**config.mk**
```make
export PLATFORM = sky130hd
export DESIGN_NAME = uart_px
export DESIGN_NICKNAME = d
export VERILOG_FILES = /design/src/rtl/uart_px_pkg.sv /design/src/rtl/uart_px_bitclk.sv /design/src/rtl/uart_px.sv
export SDC_FILE = /design/constraint.sdc
export NUM_CORES = 1
export LEC_CHECK = 0
export BUFFER_PORTS_ARGS = -buffer_cell sky130_fd_sc_hd__buf_4
export CAP_MARGIN = 20
export CORE_MARGIN = 1
export CORE_UTILIZATION = 61
export CTS_CLUSTER_DIAMETER = 120
export DETAILED_ROUTE_END_ITERATION = 7
export PLACE_DENSITY = 0.8
export SKIP_LAST_GASP = 1
export SYNTH_ARGS = -nofsm -noshare
export SYNTH_HDL_FRONTEND = slang
export SYNTH_HIERARCHICAL = 1
export SYNTH_SLANG_ARGS = --single-unit
```
**constraint.sdc**
```tcl
create_clock -name clk -period 4.1 [get_ports clk]
set_clock_uncertainty 0.2 [all_clocks]
set_input_delay 0.205 -clock clk [delete_from_list [all_inputs] [get_ports clk]]
set_output_delay 0.205 -clock clk [all_outputs]
set_load 0.02 [all_outputs]
```
**src/rtl/uart_px_pkg.sv**
```systemverilog
// Shared encodings and state types for the uart_px full-duplex UART.
package uart_px_pkg;

  localparam logic [1:0] PAR_NONE = 2'd0;
  localparam logic [1:0] PAR_EVEN = 2'd1;
  localparam logic [1:0] PAR_ODD  = 2'd2;

  localparam int MIN_BAUD_DIV = 4;

  typedef enum logic [2:0] {
    TX_IDLE,
    TX_START,
    TX_DATA,
    TX_PARITY,
    TX_STOP
  } tx_state_e;

  typedef enum logic [2:0] {
    RX_IDLE,
    RX_START,
    RX_DATA,
    RX_PARITY,
    RX_STOP,
    RX_WAIT_HIGH
  } rx_state_e;

  // Reserved encoding 3 behaves like "no parity".
  function automatic logic parity_on(input logic [1:0] mode);
    case (mode)
      PAR_EVEN, PAR_ODD: parity_on = 1'b1;
      PAR_NONE:          parity_on = 1'b0;
      default:           parity_on = 1'b0;
    endcase
  endfunction

endpackage

```
**src/rtl/uart_px_bitclk.sv**
```systemverilog
// Loadable bit-period down-counter: tick fires when the count reaches zero,
// then reloads a full period from the divider captured at load time.
module uart_px_bitclk #(
  parameter int DIV_W = 16
) (
  input  logic             clk,
  input  logic             reset_n,
  input  logic             load,
  input  logic             half,
  input  logic [DIV_W-1:0] div,
  output logic             tick
);

  logic [DIV_W-1:0] cnt_q, cnt_d;
  logic [DIV_W-1:0] div_q, div_d;

  always_comb begin
    cnt_d = cnt_q;
    div_d = div_q;
    if (load) begin
      div_d = div;
      cnt_d = half ? ((div >> 1) - 1'b1) : (div - 1'b1);
    end else if (cnt_q == '0) begin
      cnt_d = div_q - 1'b1;
    end else begin
      cnt_d = cnt_q - 1'b1;
    end
  end

  assign tick = (cnt_q == '0) && !load;

  always_ff @(posedge clk or negedge reset_n) begin
    if (!reset_n) begin
      cnt_q <= '0;
      div_q <= '0;
    end else begin
      cnt_q <= cnt_d;
      div_q <= div_d;
    end
  end

endmodule

```
**src/rtl/uart_px.sv**
```systemverilog
// Parametrised full-duplex UART with optional parity, 1/2 stop bits,
// mid-bit RX sampling, error/break/overrun reporting and ready/valid handshakes.
module uart_px #(
  parameter int DATA_BITS = 8,
  parameter int DIV_W     = 16
) (
  input  logic                 clk,
  input  logic                 reset_n,
  input  logic [DIV_W-1:0]     baud_div,
  input  logic [1:0]           parity_mode,
  input  logic                 two_stop,
  input  logic                 rx_in,
  output logic                 tx_out,
  input  logic                 tx_valid,
  output logic                 tx_ready,
  input  logic [DATA_BITS-1:0] tx_data,
  output logic                 rx_valid,
  input  logic                 rx_ready,
  output logic [DATA_BITS-1:0] rx_data,
  output logic                 rx_parity_err,
  output logic                 rx_frame_err,
  output logic                 rx_break,
  output logic                 rx_overrun
);
  import uart_px_pkg::*;

  localparam int IDX_W = $clog2(DATA_BITS + 1);
  localparam logic [IDX_W-1:0] LAST_IDX = IDX_W'(DATA_BITS - 1);
  localparam logic [DIV_W-1:0] MIN_DIV  = DIV_W'(MIN_BAUD_DIV);

  // Out-of-range dividers are clamped so the counters never wrap oddly.
  logic [DIV_W-1:0] baud_eff;
  assign baud_eff = (baud_div < MIN_DIV) ? MIN_DIV : baud_div;

  // ---------------- TX ----------------
  tx_state_e            tx_state_q, tx_state_d;
  logic [DATA_BITS-1:0] tx_shift_q, tx_shift_d;
  logic [IDX_W-1:0]     tx_idx_q, tx_idx_d;
  logic                 tx_par_en_q, tx_par_en_d;
  logic                 tx_par_bit_q, tx_par_bit_d;
  logic                 tx_two_q, tx_two_d;
  logic                 tx_stop2_q, tx_stop2_d;
  logic                 tx_out_q, tx_out_d;
  logic                 tx_load, tx_tick;

  uart_px_bitclk #(.DIV_W(DIV_W)) u_tx_bitclk (
    .clk     (clk),
    .reset_n (reset_n),
    .load    (tx_load),
    .half    (1'b0),
    .div     (baud_eff),
    .tick    (tx_tick)
  );

  always_comb begin
    tx_state_d   = tx_state_q;
    tx_shift_d   = tx_shift_q;
    tx_idx_d     = tx_idx_q;
    tx_par_en_d  = tx_par_en_q;
    tx_par_bit_d = tx_par_bit_q;
    tx_two_d     = tx_two_q;
    tx_stop2_d   = tx_stop2_q;
    tx_out_d     = tx_out_q;
    tx_load      = 1'b0;
    case (tx_state_q)
      TX_IDLE: begin
        if (tx_valid) begin
          tx_load      = 1'b1;
          tx_shift_d   = tx_data;
          tx_par_en_d  = parity_on(parity_mode);
          tx_par_bit_d = (^tx_data) ^ (parity_mode == PAR_ODD);
          tx_two_d     = two_stop;
          tx_out_d     = 1'b0;
          tx_state_d   = TX_START;
        end
      end
      TX_START: begin
        if (tx_tick) begin
          tx_out_d   = tx_shift_q[0];
          tx_idx_d   = '0;
          tx_state_d = TX_DATA;
        end
      end
      TX_DATA: begin
        if (tx_tick) begin
          if (tx_idx_q == LAST_IDX) begin
            tx_stop2_d = 1'b0;
            if (tx_par_en_q) begin
              tx_out_d   = tx_par_bit_q;
              tx_state_d = TX_PARITY;
            end else begin
              tx_out_d   = 1'b1;
              tx_state_d = TX_STOP;
            end
          end else begin
            tx_idx_d   = tx_idx_q + 1'b1;
            tx_shift_d = tx_shift_q >> 1;
            tx_out_d   = tx_shift_q[1];
          end
        end
      end
      TX_PARITY: begin
        if (tx_tick) begin
          tx_out_d   = 1'b1;
          tx_state_d = TX_STOP;
        end
      end
      TX_STOP: begin
        if (tx_tick) begin
          if (tx_two_q && !tx_stop2_q) begin
            tx_stop2_d = 1'b1;
          end else begin
            tx_state_d = TX_IDLE;
          end
        end
      end
      default: begin
        tx_out_d   = 1'b1;
        tx_state_d = TX_IDLE;
      end
    endcase
  end

  always_ff @(posedge clk or negedge reset_n) begin
    if (!reset_n) begin
      tx_state_q   <= TX_IDLE;
      tx_shift_q   <= '0;
      tx_idx_q     <= '0;
      tx_par_en_q  <= 1'b0;
      tx_par_bit_q <= 1'b0;
      tx_two_q     <= 1'b0;
      tx_stop2_q   <= 1'b0;
      tx_out_q     <= 1'b1;
    end else begin
      tx_state_q   <= tx_state_d;
      tx_shift_q   <= tx_shift_d;
      tx_idx_q     <= tx_idx_d;
      tx_par_en_q  <= tx_par_en_d;
      tx_par_bit_q <= tx_par_bit_d;
      tx_two_q     <= tx_two_d;
      tx_stop2_q   <= tx_stop2_d;
      tx_out_q     <= tx_out_d;
    end
  end

  assign tx_out   = tx_out_q;
  assign tx_ready = (tx_state_q == TX_IDLE);

  // ---------------- RX ----------------
  rx_state_e            rx_state_q, rx_state_d;
  logic                 rx_meta_q, rx_meta_d;
  logic                 rx_s_q, rx_s_d;
  logic                 rx_prev_q, rx_prev_d;
  logic [DATA_BITS-1:0] rx_shift_q, rx_shift_d;
  logic [IDX_W-1:0]     rx_idx_q, rx_idx_d;
  logic                 rx_par_en_q, rx_par_en_d;
  logic                 rx_odd_q, rx_odd_d;
  logic                 rx_par_bit_q, rx_par_bit_d;
  logic [DATA_BITS-1:0] rx_data_q, rx_data_d;
  logic                 rx_valid_q, rx_valid_d;
  logic                 rx_perr_q, rx_perr_d;
  logic                 rx_ferr_q, rx_ferr_d;
  logic                 rx_break_q, rx_break_d;
  logic                 rx_ovr_q, rx_ovr_d;
  logic                 rx_load, rx_tick;
  logic                 rx_perr_now, rx_is_break;

  uart_px_bitclk #(.DIV_W(DIV_W)) u_rx_bitclk (
    .clk     (clk),
    .reset_n (reset_n),
    .load    (rx_load),
    .half    (1'b1),
    .div     (baud_eff),
    .tick    (rx_tick)
  );

  assign rx_perr_now = rx_par_en_q & (rx_par_bit_q ^ (^rx_shift_q) ^ rx_odd_q);
  // A break is an all-zero frame including a zero (or absent) parity bit.
  assign rx_is_break = ~rx_s_q & (rx_shift_q == '0) & (~rx_par_en_q | ~rx_par_bit_q);

  always_comb begin
    rx_meta_d    = rx_in;
    rx_s_d       = rx_meta_q;
    rx_prev_d    = rx_s_q;
    rx_state_d   = rx_state_q;
    rx_shift_d   = rx_shift_q;
    rx_idx_d     = rx_idx_q;
    rx_par_en_d  = rx_par_en_q;
    rx_odd_d     = rx_odd_q;
    rx_par_bit_d = rx_par_bit_q;
    rx_data_d    = rx_data_q;
    rx_valid_d   = rx_valid_q;
    rx_perr_d    = rx_perr_q;
    rx_ferr_d    = rx_ferr_q;
    rx_break_d   = 1'b0;
    rx_ovr_d     = 1'b0;
    rx_load      = 1'b0;
    if (rx_valid_q && rx_ready) begin
      rx_valid_d = 1'b0;
    end
    case (rx_state_q)
      RX_IDLE: begin
        if (rx_prev_q && !rx_s_q) begin
          rx_load      = 1'b1;
          rx_par_en_d  = parity_on(parity_mode);
          rx_odd_d     = (parity_mode == PAR_ODD);
          rx_par_bit_d = 1'b0;
          rx_state_d   = RX_START;
        end
      end
      RX_START: begin
        if (rx_tick) begin
          rx_idx_d   = '0;
          rx_state_d = rx_s_q ? RX_IDLE : RX_DATA;
        end
      end
      RX_DATA: begin
        if (rx_tick) begin
          rx_shift_d = {rx_s_q, rx_shift_q[DATA_BITS-1:1]};
          if (rx_idx_q == LAST_IDX) begin
            rx_state_d = rx_par_en_q ? RX_PARITY : RX_STOP;
          end else begin
            rx_idx_d = rx_idx_q + 1'b1;
          end
        end
      end
      RX_PARITY: begin
        if (rx_tick) begin
          rx_par_bit_d = rx_s_q;
          rx_state_d   = RX_STOP;
        end
      end
      RX_STOP: begin
        if (rx_tick) begin
          if (rx_is_break) begin
            rx_break_d = 1'b1;
            rx_state_d = RX_WAIT_HIGH;
          end else begin
            // Delivery wins over the pending word only if it is being consumed now.
            if (!rx_valid_q || rx_ready) begin
              rx_data_d  = rx_shift_q;
              rx_perr_d  = rx_perr_now;
              rx_ferr_d  = ~rx_s_q;
              rx_valid_d = 1'b1;
            end else begin
              rx_ovr_d = 1'b1;
            end
            rx_state_d = rx_s_q ? RX_IDLE : RX_WAIT_HIGH;
          end
        end
      end
      RX_WAIT_HIGH: begin
        if (rx_s_q) begin
          rx_state_d = RX_IDLE;
        end
      end
      default: rx_state_d = RX_IDLE;
    endcase
  end

  always_ff @(posedge clk or negedge reset_n) begin
    if (!reset_n) begin
      rx_state_q   <= RX_IDLE;
      rx_meta_q    <= 1'b1;
      rx_s_q       <= 1'b1;
      rx_prev_q    <= 1'b1;
      rx_shift_q   <= '0;
      rx_idx_q     <= '0;
      rx_par_en_q  <= 1'b0;
      rx_odd_q     <= 1'b0;
      rx_par_bit_q <= 1'b0;
      rx_data_q    <= '0;
      rx_valid_q   <= 1'b0;
      rx_perr_q    <= 1'b0;
      rx_ferr_q    <= 1'b0;
      rx_break_q   <= 1'b0;
      rx_ovr_q     <= 1'b0;
    end else begin
      rx_state_q   <= rx_state_d;
      rx_meta_q    <= rx_meta_d;
      rx_s_q       <= rx_s_d;
      rx_prev_q    <= rx_prev_d;
      rx_shift_q   <= rx_shift_d;
      rx_idx_q     <= rx_idx_d;
      rx_par_en_q  <= rx_par_en_d;
      rx_odd_q     <= rx_odd_d;
      rx_par_bit_q <= rx_par_bit_d;
      rx_data_q    <= rx_data_d;
      rx_valid_q   <= rx_valid_d;
      rx_perr_q    <= rx_perr_d;
      rx_ferr_q    <= rx_ferr_d;
      rx_break_q   <= rx_break_d;
      rx_ovr_q     <= rx_ovr_d;
    end
  end

  assign rx_valid      = rx_valid_q;
  assign rx_data       = rx_data_q;
  assign rx_parity_err = rx_perr_q;
  assign rx_frame_err  = rx_ferr_q;
  assign rx_break      = rx_break_q;
  assign rx_overrun    = rx_ovr_q;

endmodule

```
==> out/results.ini, run 1 <==
[layout]
finalInstanceArea_mm2=0.008162
nets=772
multi_input_area_mm2=0.003477
layout-drive-gt1-share_pct=21.51
antenna_cells=0
syn2layout_area_growth_pct=20.51
seq_area_mm2=0.002958
fin_cells=884
fillCellCount=667

[sta]
worstMarginPinSlew_ps=754.6
final_max_slew_viol_count=0
rsz0062_at_grt=false
fin_setup_tns_ps=0
fin_crit_ps=3590
fmax_mhz=278.5
hold_viol_final=0
min_period_over_period_pct=87.56
max-slew-margin-rel_pct=49.64
setup_viol=0

[global_routing]
grt_pass1_vias=5526
grt.overflow.total=0
grt_max_degree=52
gr-usage-all-layers_pct=30.41
antenna_found_initial=0
grt_first_pass_wirelength_um=26760

[logic_synthesis]
synth_top_area_share_pct=42.12
netlist_area_mm2=0.006773
post-synth-top-area-cell=dfrtp_1
synth_cells=665
synthTopCellsByArea=dfrtp_1, mux2_2, mux2i_1, nand2_1, xnor2_1
ys_seq_elements=118
synth.top_cells.by_count=dfrtp_1, nand2_1, mux2_2, mux2i_1, nor2_1
synth_edf_count=0
synth.most_common_cell=dfrtp_1
synth.distinct_cells=79
synthArstFlopShare_pct=100.0
synth_area_per_cell_um2=10.18
synthFlopType=dfrtp_1
synth_nets=706
synth-seq-area-share_pct=43.67
ys_warn_count=6

[setup_path]
worstPathMaxFanout=47
slowest_delay_ps=560
cp_data_required_time_ps=4300
reg2reg_depth=9
critPathTopFamily=simple AND/OR/NAND/NOR gates
path_class=flop to flop
startpoint_type=flop
endpoint=u_tx_bitclk/cnt_q[8]$_DFF_PN0_
r2r-end=u_tx_bitclk/cnt_q[8]$_DFF_PN0_
crit_chain=nor3_1, nand2_2, inv_1, buf_4, a21oi_1, a211o_1, nor2_1, and4b_1, o221ai_1
r2r-start=tx_state_q[2]$_DFFE_PN0P_
cp-startpoint=tx_state_q[2]$_DFFE_PN0P_
cp.depth=9
cp-end-kind=flop
worst-path-buf-inv=2
worstPathArrival_ps=3790
cp_slowest_cell=nor2_1
reg2reg_slack_ps=510

[power]
power_frac_seq_pct=35.5
power_switching_uw=1768
clkPwrFrac_pct=33.3
p_sw_share_pct=33.18
peakVddDrop_mv=0.4555
power_leakage_uw=0.003570
power_uw=5328
power-per-cell-area_mw_per_mm2=652.8
internal-power_uw=3560
combPwrFrac_pct=31.2

[die]
ios=47
initial_core_util_pct=62.48
core_mm2=0.01084
dieHeight_um=107.4
die_w_um=107.4
rows=38
dieArea_mm2=0.01153

[clock_network]
clk_path_buf_depth=2
clk_pin_slew_ps=60
clk_latency_ps=540
root_buffer=clkbuf_8
clock-sinks=118
cts_tree=yes
cts-htree-levels=4
cts_buffers=17
post_cts_resized=0

[place]
place_congestion=0.9280
dpl_cell_area_mm2=0.007124
io_buffers=46
placed_cells=818
hpwl_um=10060

[drt]
drtAntennaViolNets=0
drtIter0Drc=381
vias=5371
wl_per_cell_um=18.57
first_pass_iters=5
drc=0
vias_per_cell=6.076
finalWirelength_um=16410

[status]
status=finished clean

[flow_run]
max-cap-violations=0

[worst_hold_path]
hp-class=input port to async pin

-- layout by cell type, fill, tap and decap left out, drive strengths merged, types with 24 or more instances in the layout --
cell	count
o21ai	32
dfrtp	114
mux2i	40
inv	33
xnor2	24
nand2	81
mux2	60
nor2	40
buf	52
dlygate4sd3	34
-- sequential cells by signal, indices dropped and copies added (netlist names), 3 cells and up --
name               cells
rx_idx_q               4
u_tx_bitclk/cnt_q     16
tx_idx_q               4
tx_shift_q             8
rx_state_q             3
u_rx_bitclk/cnt_q     16
rx_shift_q             8
u_tx_bitclk/div_q     16
u_rx_bitclk/div_q     16
rx_data                8
tx_state_q             3
-- cell type report --
| cell class | count | area share (%) |
|---|---|---|
| inverters | 33 | 1.518 |
| well taps | 140 | 2.146 |
| repair buffers | 86 | 8.953 |
| clock buffers | 18 | 5.120 |
| flip-flops and latches | 118 | 36.24 |
| multi-input cells | 475 | 42.60 |
| clock inverters | 14 | 3.419 |
-- power by group through the flow --
stage / Clock, µW / Combinational [µW] / Sequential, µW
global placement: 0 / 1500 / 1860
finish: 1770 / 1660 / 1890
floorplan: 0 / 1330 / 1760
global route: 1840 / 1830 / 1930
detailed placement: 0 / 1570 / 1880
CTS: 1790 / 1630 / 1870
-- per-layer routing --
metal / routed length, µm / up-vias / GRT usage [%]
met2: 8136 / 217 / 49.59
met1: 6777 / 2622 / 37.26
met4: 519 / 0 / 15.07
met3: 980 / 57 / 8.232
li1: - / 2475 / -
met5: 0 / - / 0
-- stage by stage --
stage,hold WS [ps],util (%),setup slack (ps)
floorplan,-290.6,-,849.3
global placement,63.17,65.72,738.3
detailed placement,69.12,65.72,599.9
CTS,50.29,75.29,573.0
global route,96.16,75.29,291.4
finish,30.54,75.29,509.9
-- worst register-to-register path: stages, from the launching register on --
cell	delay [ps]
dfrtp_1	500
nor3_1	360
nand2_2	200
inv_1	170
buf_4	490
a21oi_1	210
a211o_1	350
nor2_1	560
and4b_1	300
o221ai_1	120
-- kinds of logic (layout without fill, tap and decap cells) --
group	Yosys count	after routing	share of synthesized area (%)
simple gates	221	221	17.01
flops	118	118	43.67
compound gates	108	108	11.40
mux	100	100	16.42
buf+inv	72	151	4.988
xor+xnor	35	35	4.729
fa+ha+maj	9	9	1.663
other cells	2	2	0.1109
-- worst min path at each step --
stage,cells past startpoint,slack [ps],end
final,2,30,rx_data[6]$_DFFE_PN0P_
after global routing,2,100,rx_data[5]$_DFFE_PN0P_
after CTS,2,50,rx_data[6]$_DFFE_PN0P_
after detailed placement,1,70,rx_data[7]$_DFFE_PN0P_
after global placement,1,60,rx_data[6]$_DFFE_PN0P_
after floorplan,0,-290,rx_break$_DFF_PN0_
-- repair_timing --
item                                   in CTS  in global routing
setup buffers                               0                  0
endpoints found under the hold margin      98                  0
hold buffers                               34                  0
setup endpoints to repair                   0                  0
Power figures use the tool's default switching activity.
==> run 2, diff against run 1 <==
- CORE_UTILIZATION: 61 -> 60
- SYNTH_HIERARCHICAL: 1 -> unset
==> out/results.ini, run 2 <==
[status]
status=finished clean

[setup_path]
startpoint_type=flop
cp_data_required_time_ps=4330  ; +30 ps
cp_slowest_cell=or4b_1
worst-path-buf-inv=1  ; -1
worstPathMaxFanout=29  ; -38%
slowest_delay_ps=1010  ; +450 ps
path_class=flop to flop
cp-end-kind=flop
crit_chain=or4b_1, buf_4, o21ai_0, nand2_1, nor4_1, nand2b_1, nor3_1, xor2_1
worstPathArrival_ps=3720  ; -70 ps
reg2reg_slack_ps=600  ; +90 ps
critPathTopFamily=simple AND/OR/NAND/NOR gates

[logic_synthesis]
synth_nets=740  ; +4.8%
synth-seq-area-share_pct=48.13  ; +4.5 points
synth_top_area_share_pct=46.42  ; +4.3 points
synthTopCellsByArea=dfrtp_1, nand2_1, o21ai_0, xnor2_1, nor2_1
post-synth-top-area-cell=dfrtp_1
synthFlopType=dfrtp_1
ys_seq_elements=118  ; unchanged
synth_edf_count=0  ; unchanged
ys_warn_count=0  ; -6
netlist_area_mm2=0.006146  ; -9.3%
synth_area_per_cell_um2=8.792  ; -14%
synth_cells=699  ; +5.1%
synth.top_cells.by_count=nand2_1, dfrtp_1, o21ai_0, nor2_1, a21oi_1
synth.most_common_cell=nand2_1
synthArstFlopShare_pct=100.0  ; unchanged
synth.distinct_cells=59  ; -25%

[global_routing]
grt_max_degree=64  ; +23%
grt_first_pass_wirelength_um=25190  ; -5.9%
gr-usage-all-layers_pct=31.32  ; +0.91 points
grt.overflow.total=0  ; unchanged
antenna_found_initial=0  ; unchanged
grt_pass1_vias=5327  ; -3.6%

[die]
dieHeight_um=103.2  ; -3.9%
die_w_um=103.2  ; -3.9%
ios=47  ; unchanged
rows=36  ; -5.3%
dieArea_mm2=0.01065  ; -7.6%
core_mm2=0.009864  ; -9.0%
initial_core_util_pct=62.30  ; -0.17 points

[place]
dp_slack_ps=815.0  ; +215.0 ps
io_buffers=46  ; unchanged
hpwl_um=9662  ; -3.9%
place_congestion=0.8880  ; -4.3%

[clock_network]
clk_latency_ps=520  ; -20 ps
clk_pin_slew_ps=60  ; about the same
clk_path_buf_depth=2  ; unchanged
cts-htree-levels=4  ; unchanged
cts_tree=yes
root_buffer=clkbuf_8
cts_buffers=17  ; unchanged
post-cts-setup-buffers=0  ; unchanged
post_cts_resized=0  ; unchanged
clock-sinks=118  ; unchanged

[drt]
finalWirelength_um=15340  ; -6.5%
drtIter0Drc=373  ; -2.1%
wl_per_cell_um=16.70  ; -10%
drtAntennaViolNets=0  ; unchanged
drc=0  ; unchanged
vias_per_cell=5.948  ; -2.1%
vias=5466  ; +1.8%
first_pass_iters=6  ; +1

[layout]
nets=814  ; +5.4%
layout_common_cells=nand2_1, dfrtp_1, o21ai_0, buf_4, nor2_1
seq_area_mm2=0.002958  ; unchanged
final_common_cell=nand2_1
fillCellCount=651  ; -2.4%
antenna_cells=0  ; unchanged
layout-drive-gt1-share_pct=13.61  ; -7.9 points
syn2layout_area_growth_pct=22.09
multi_input_area_mm2=0.002948  ; -15%
postLayoutCoreUtil_pct=76.07  ; +0.78 points

[sta]
fmax_mhz=286.1  ; +2.7%
hold_viol_final=0  ; unchanged
fin_setup_tns_ps=0  ; unchanged
max-slew-margin-rel_pct=31.23  ; -18 points
setup_viol=0  ; unchanged
final_max_slew_viol_count=0  ; unchanged
rsz0062_at_grt=false
setup_ws_ps=604.4  ; +94.46 ps
worstMarginPinSlew_ps=1031  ; +276.9 ps
fin_crit_ps=3496  ; -94.46 ps
min_period_over_period_pct=85.26  ; -2.3 points

[worst_hold_path]
hp-class=input port to async pin

[power]
power-per-cell-area_mw_per_mm2=641.9  ; -1.7%
power_leakage_uw=0.003408  ; -4.5%
peakVddDrop_mv=0.4981  ; +9.4%

[flow_run]
max-cap-violations=0  ; unchanged

run 2: cell count changes after synthesis, sizes merged, moves of 14 or more:
| cell | delta |
|---|---|
| mux2 | -58 |
| nor3 | +14 |
| o21ai | +42 |
| nand2 | +78 |
| mux2i | -37 |
| a21oi | +15 |
run 2: path summary, 6_finish.rpt:
kind / start / end / cells past startpoint
setup / recovery: tx_state_q[2]$_DFFE_PN0P_ / u_tx_bitclk.cnt_q[15]$_DFF_PN0_ / 8
min in group clk: rx_in / rx_meta_q$_DFF_PN1_ / 2
setup reg to reg: tx_state_q[2]$_DFFE_PN0P_ / u_tx_bitclk.cnt_q[15]$_DFF_PN0_ / 8
hold reg to reg: rx_meta_q$_DFF_PN1_ / rx_prev_d$_DFF_PN1_ / 0
hold / removal: reset_n / u_rx_bitclk.cnt_q[2]$_DFF_PN0_ / 2
max in group asynchronous: reset_n / rx_meta_q$_DFF_PN1_ / 3
run 2: cells by family after synthesis:
| logic type | Yosys count | share of synthesized area (%) |
|---|---|---|
| adders and majority gates | 9 | 1.832 |
| muxes | 5 | 0.8550 |
| buffers and inverters | 57 | 3.949 |
| xor gates and xnor gates | 39 | 5.558 |
| AOI/OAI and AO/OA | 162 | 16.14 |
| DFF | 118 | 48.13 |
| and+or+nand+nor | 309 | 23.53 |
run 2: final cells by class:
type	count	area share [%]
Tap cell	133	2.218
Timing Repair Buffer	89	10.04
Inverter	23	1.151
Multi-Input combinational cell	524	39.29
Clock buffer	21	6.253
Sequential cell	118	39.42
Clock inverter	11	1.634
run 2: where the power goes:
| group | internal [µW] | switching (µW) |
|---|---|---|
| Combinational | 609 | 840 |
| Clock | 928 | 541 |
| Sequential | 1560 | 342 |
run 2: stage by stage:
stage,hold slack [ps],cells,area [µm²],total power [µW]
2_1_floorplan,-290.6,699,6146,2886
3_3_place_gp,123.4,853,6571,3187
3_5_place_dp,122.9,853,6571,3247
4_1_cts,133.6,919,7503,4772
5_1_grt,146.9,919,7503,5097
6_report,116.3,919,7503,4816
run 2: timing repair:
| action | CTS | global route |
|---|---|---|
| hold buffers | 34 | 0 |
| endpoints found under the setup margin | 0 | 0 |
| endpoints found under the hold margin | 135 | 0 |
run 2: metal layers:
layer | wire, µm | global-route usage, % | up-vias
met5 | 0 | 0 | -
met1 | 6508 | 39.98 | 2618
met2 | 7463 | 51.44 | 226
li1 | - | - | 2580
met4 | 392 | 13.65 | 0
met3 | 979 | 7.258 | 42
==> run 3, diff against run 2 <==
- CORE_UTILIZATION: 60 -> 45
- MAX_ROUTING_LAYER: unset -> met4
- PLACE_DENSITY: 0.8 -> unset
==> out/results.ini, run 3 (synthesis gave the netlist of run 2 again) <==
[status]
status=finished clean

[place]
dpl_cell_area_mm2=0.006625  ; +0.82%
hpwl_um=9895  ; +2.4%
io_buffers=46  ; unchanged
place_congestion=0.8856  ; -0.27%

[global_routing]
gr-usage-all-layers_pct=23.01  ; -8.3 points
grt_max_degree=57  ; -11%
grt.overflow.total=0  ; unchanged
antenna_found_initial=0  ; unchanged
grt_first_pass_wirelength_um=24750  ; -1.7%
grt_pass1_vias=5094  ; -4.4%

[clock_network]
cts_buffers=17  ; unchanged
cts-htree-levels=4  ; unchanged
cts_tree=yes
clk_pin_slew_ps=50  ; about the same
clk_path_buf_depth=2  ; unchanged
clock-sinks=118  ; unchanged
root_buffer=clkbuf_16
post-cts-setup-buffers=0  ; unchanged
clk_latency_ps=420  ; -100 ps

[layout]
syn2layout_area_growth_pct=21.66
antenna_cells=0  ; unchanged
final_common_cell=nand2_1
layout-drive-gt1-share_pct=12.93  ; -0.68 points
layout_common_cells=nand2_1, dfrtp_1, o21ai_0, buf_4, nor2_1
nets=809  ; -0.61%
postLayoutCoreUtil_pct=56.24  ; -20 points
finalInstanceArea_mm2=0.007477  ; -0.35%

[drt]
wl_met1_um=6830  ; +4.9%
first_pass_iters=5  ; -1
drtIter0Drc=383  ; +2.7%
drc=0  ; unchanged
vias_per_cell=5.388  ; -9.4%
vias=5156  ; -5.7%
route.met3.wl_um=662  ; -32%
routed.top_layer=met4
finalWirelength_um=14510  ; -5.4%
wl_per_cell_um=15.16  ; -9.2%
met2_length_um=6774  ; -9.2%
drtAntennaViolNets=0  ; unchanged

[setup_path]
critPathTopFamily=simple AND/OR/NAND/NOR gates
cp.depth=7  ; -1
path_class=flop to flop
cp-end-kind=flop
timing.critical_path.mode_cell=nor4_1
cp_data_required_time_ps=4240  ; -90 ps
slowest_delay_ps=980  ; -30 ps
reg2reg_depth=7  ; -1
worst-path-buf-inv=1  ; unchanged
startpoint_type=flop
worstPathArrival_ps=3380  ; -340 ps
worstPathMaxFanout=27  ; -6.9%
crit_chain=or4b_1, mux2_2, o21ai_1, nor4_1, inv_1, nor4_1, xor2_1
cp_slowest_cell=or4b_1

[sta]
min_period_over_period_pct=79.23  ; -6.0 points
final_max_slew_viol_count=0  ; unchanged
hold_viol_final=0  ; unchanged
fin_setup_tns_ps=0  ; unchanged
setup_viol=0  ; unchanged
max-slew-margin-rel_pct=35.48  ; +4.2 points
fmax_mhz=307.9  ; +7.6%
worstMarginPinSlew_ps=967.8  ; -63.68 ps
rsz0062_at_grt=false
fin_crit_ps=3248  ; -247.3 ps

[flow_run]
max-cap-violations=0  ; unchanged

[power]
power_uw=4690  ; -2.6%
power-per-cell-area_mw_per_mm2=627.3  ; -2.3%
peakVddDrop_mv=0.4515  ; -9.4%
power_leakage_uw=0.003386  ; -0.65%

[worst_hold_path]
hp-class=input port to flop
hold_depth=4

[die]
die_w_um=118.9  ; +15%
core_mm2=0.01330  ; +35%
initial_core_util_pct=46.23  ; -16 points
dieArea_mm2=0.01413  ; +33%
rows=42  ; +17%
ios=47  ; unchanged
dieHeight_um=118.9  ; +15%

## run 3: changes by cell type in the layout (fill, tap and decap cells not counted), sizes merged
cell,before,now
bufinv,2,1
clkinv,4,3
clkinvlp,4,0
clkbuf,21,28
dlygate4sd3,34,29
inv,24,23
## run 3: tightest hold or removal path: cells and delay by family
| family | cells | cell delay [ps] |
|---|---|---|
| compound gates | 1 | 80 |
| fa+ha+maj | 1 | 140 |
| buf+inv | 2 | 160 |
## run 3: through the flow
stage	cells	hold WS [ps]	setup WS, ps
after floorplan	699	-290.6	740.7
after global placement	896	110.5	954.6
after detailed placement	896	113.4	898.0
after CTS	957	19.09	866.0
after global routing	957	53.07	597.3
final	957	18.53	851.7
## run 3: worst paths after layout
| check | from | end | slack (ps) |
|---|---|---|---|
| min | parity_mode[0] | rx_par_en_q$_DFFE_PN0N_ | 20 |
| max in group asynchronous | reset_n | tx_out$_DFFE_PN1P_ | 2560 |
| min reg2reg | rx_meta_q$_DFF_PN1_ | rx_prev_d$_DFF_PN1_ | 160 |
| min in group asynchronous | reset_n | u_rx_bitclk.cnt_q[8]$_DFF_PN0_ | 180 |
| max reg2reg | tx_state_q[2]$_DFFE_PN0P_ | u_tx_bitclk.cnt_q[13]$_DFF_PN0_ | 850 |
| max | tx_state_q[2]$_DFFE_PN0P_ | u_tx_bitclk.cnt_q[13]$_DFF_PN0_ | 850 |
## run 3: where the power goes
part / total, µW / internal, µW / leakage (µW) / switching, µW
sequential: 1880 / 1560 / 0.00148 / 326
clock: 1410 / 910 / 0.000278 / 502
combinational: 1400 / 596 / 0.00163 / 800
## run 3: final cells by class
type / count / area, µm²
fill: 1197 / 5818
sequential: 118 / 2958
multi-input combinational: 524 / 2948
timing repair buffer: 84 / 703.2
clock buffer: 28 / 516.7
tap: 176 / 220.2
inverter: 23 / 86.33
clock inverter: 4 / 45.04
## run 3: metal layers
layer	vias to the layer above	track usage (%)
met1	2446	29.73
met2	119	35.23
met3	24	5.077
li1	2567	-
met4	0	9.256
met5	-	-
## run 3: timing repair
| action | in CTS | in global routing |
|---|---|---|
| hold buffers | 29 | 0 |
| hold endpoints to repair | 107 | 0 |
| gates resized for setup | 0 | 0 |
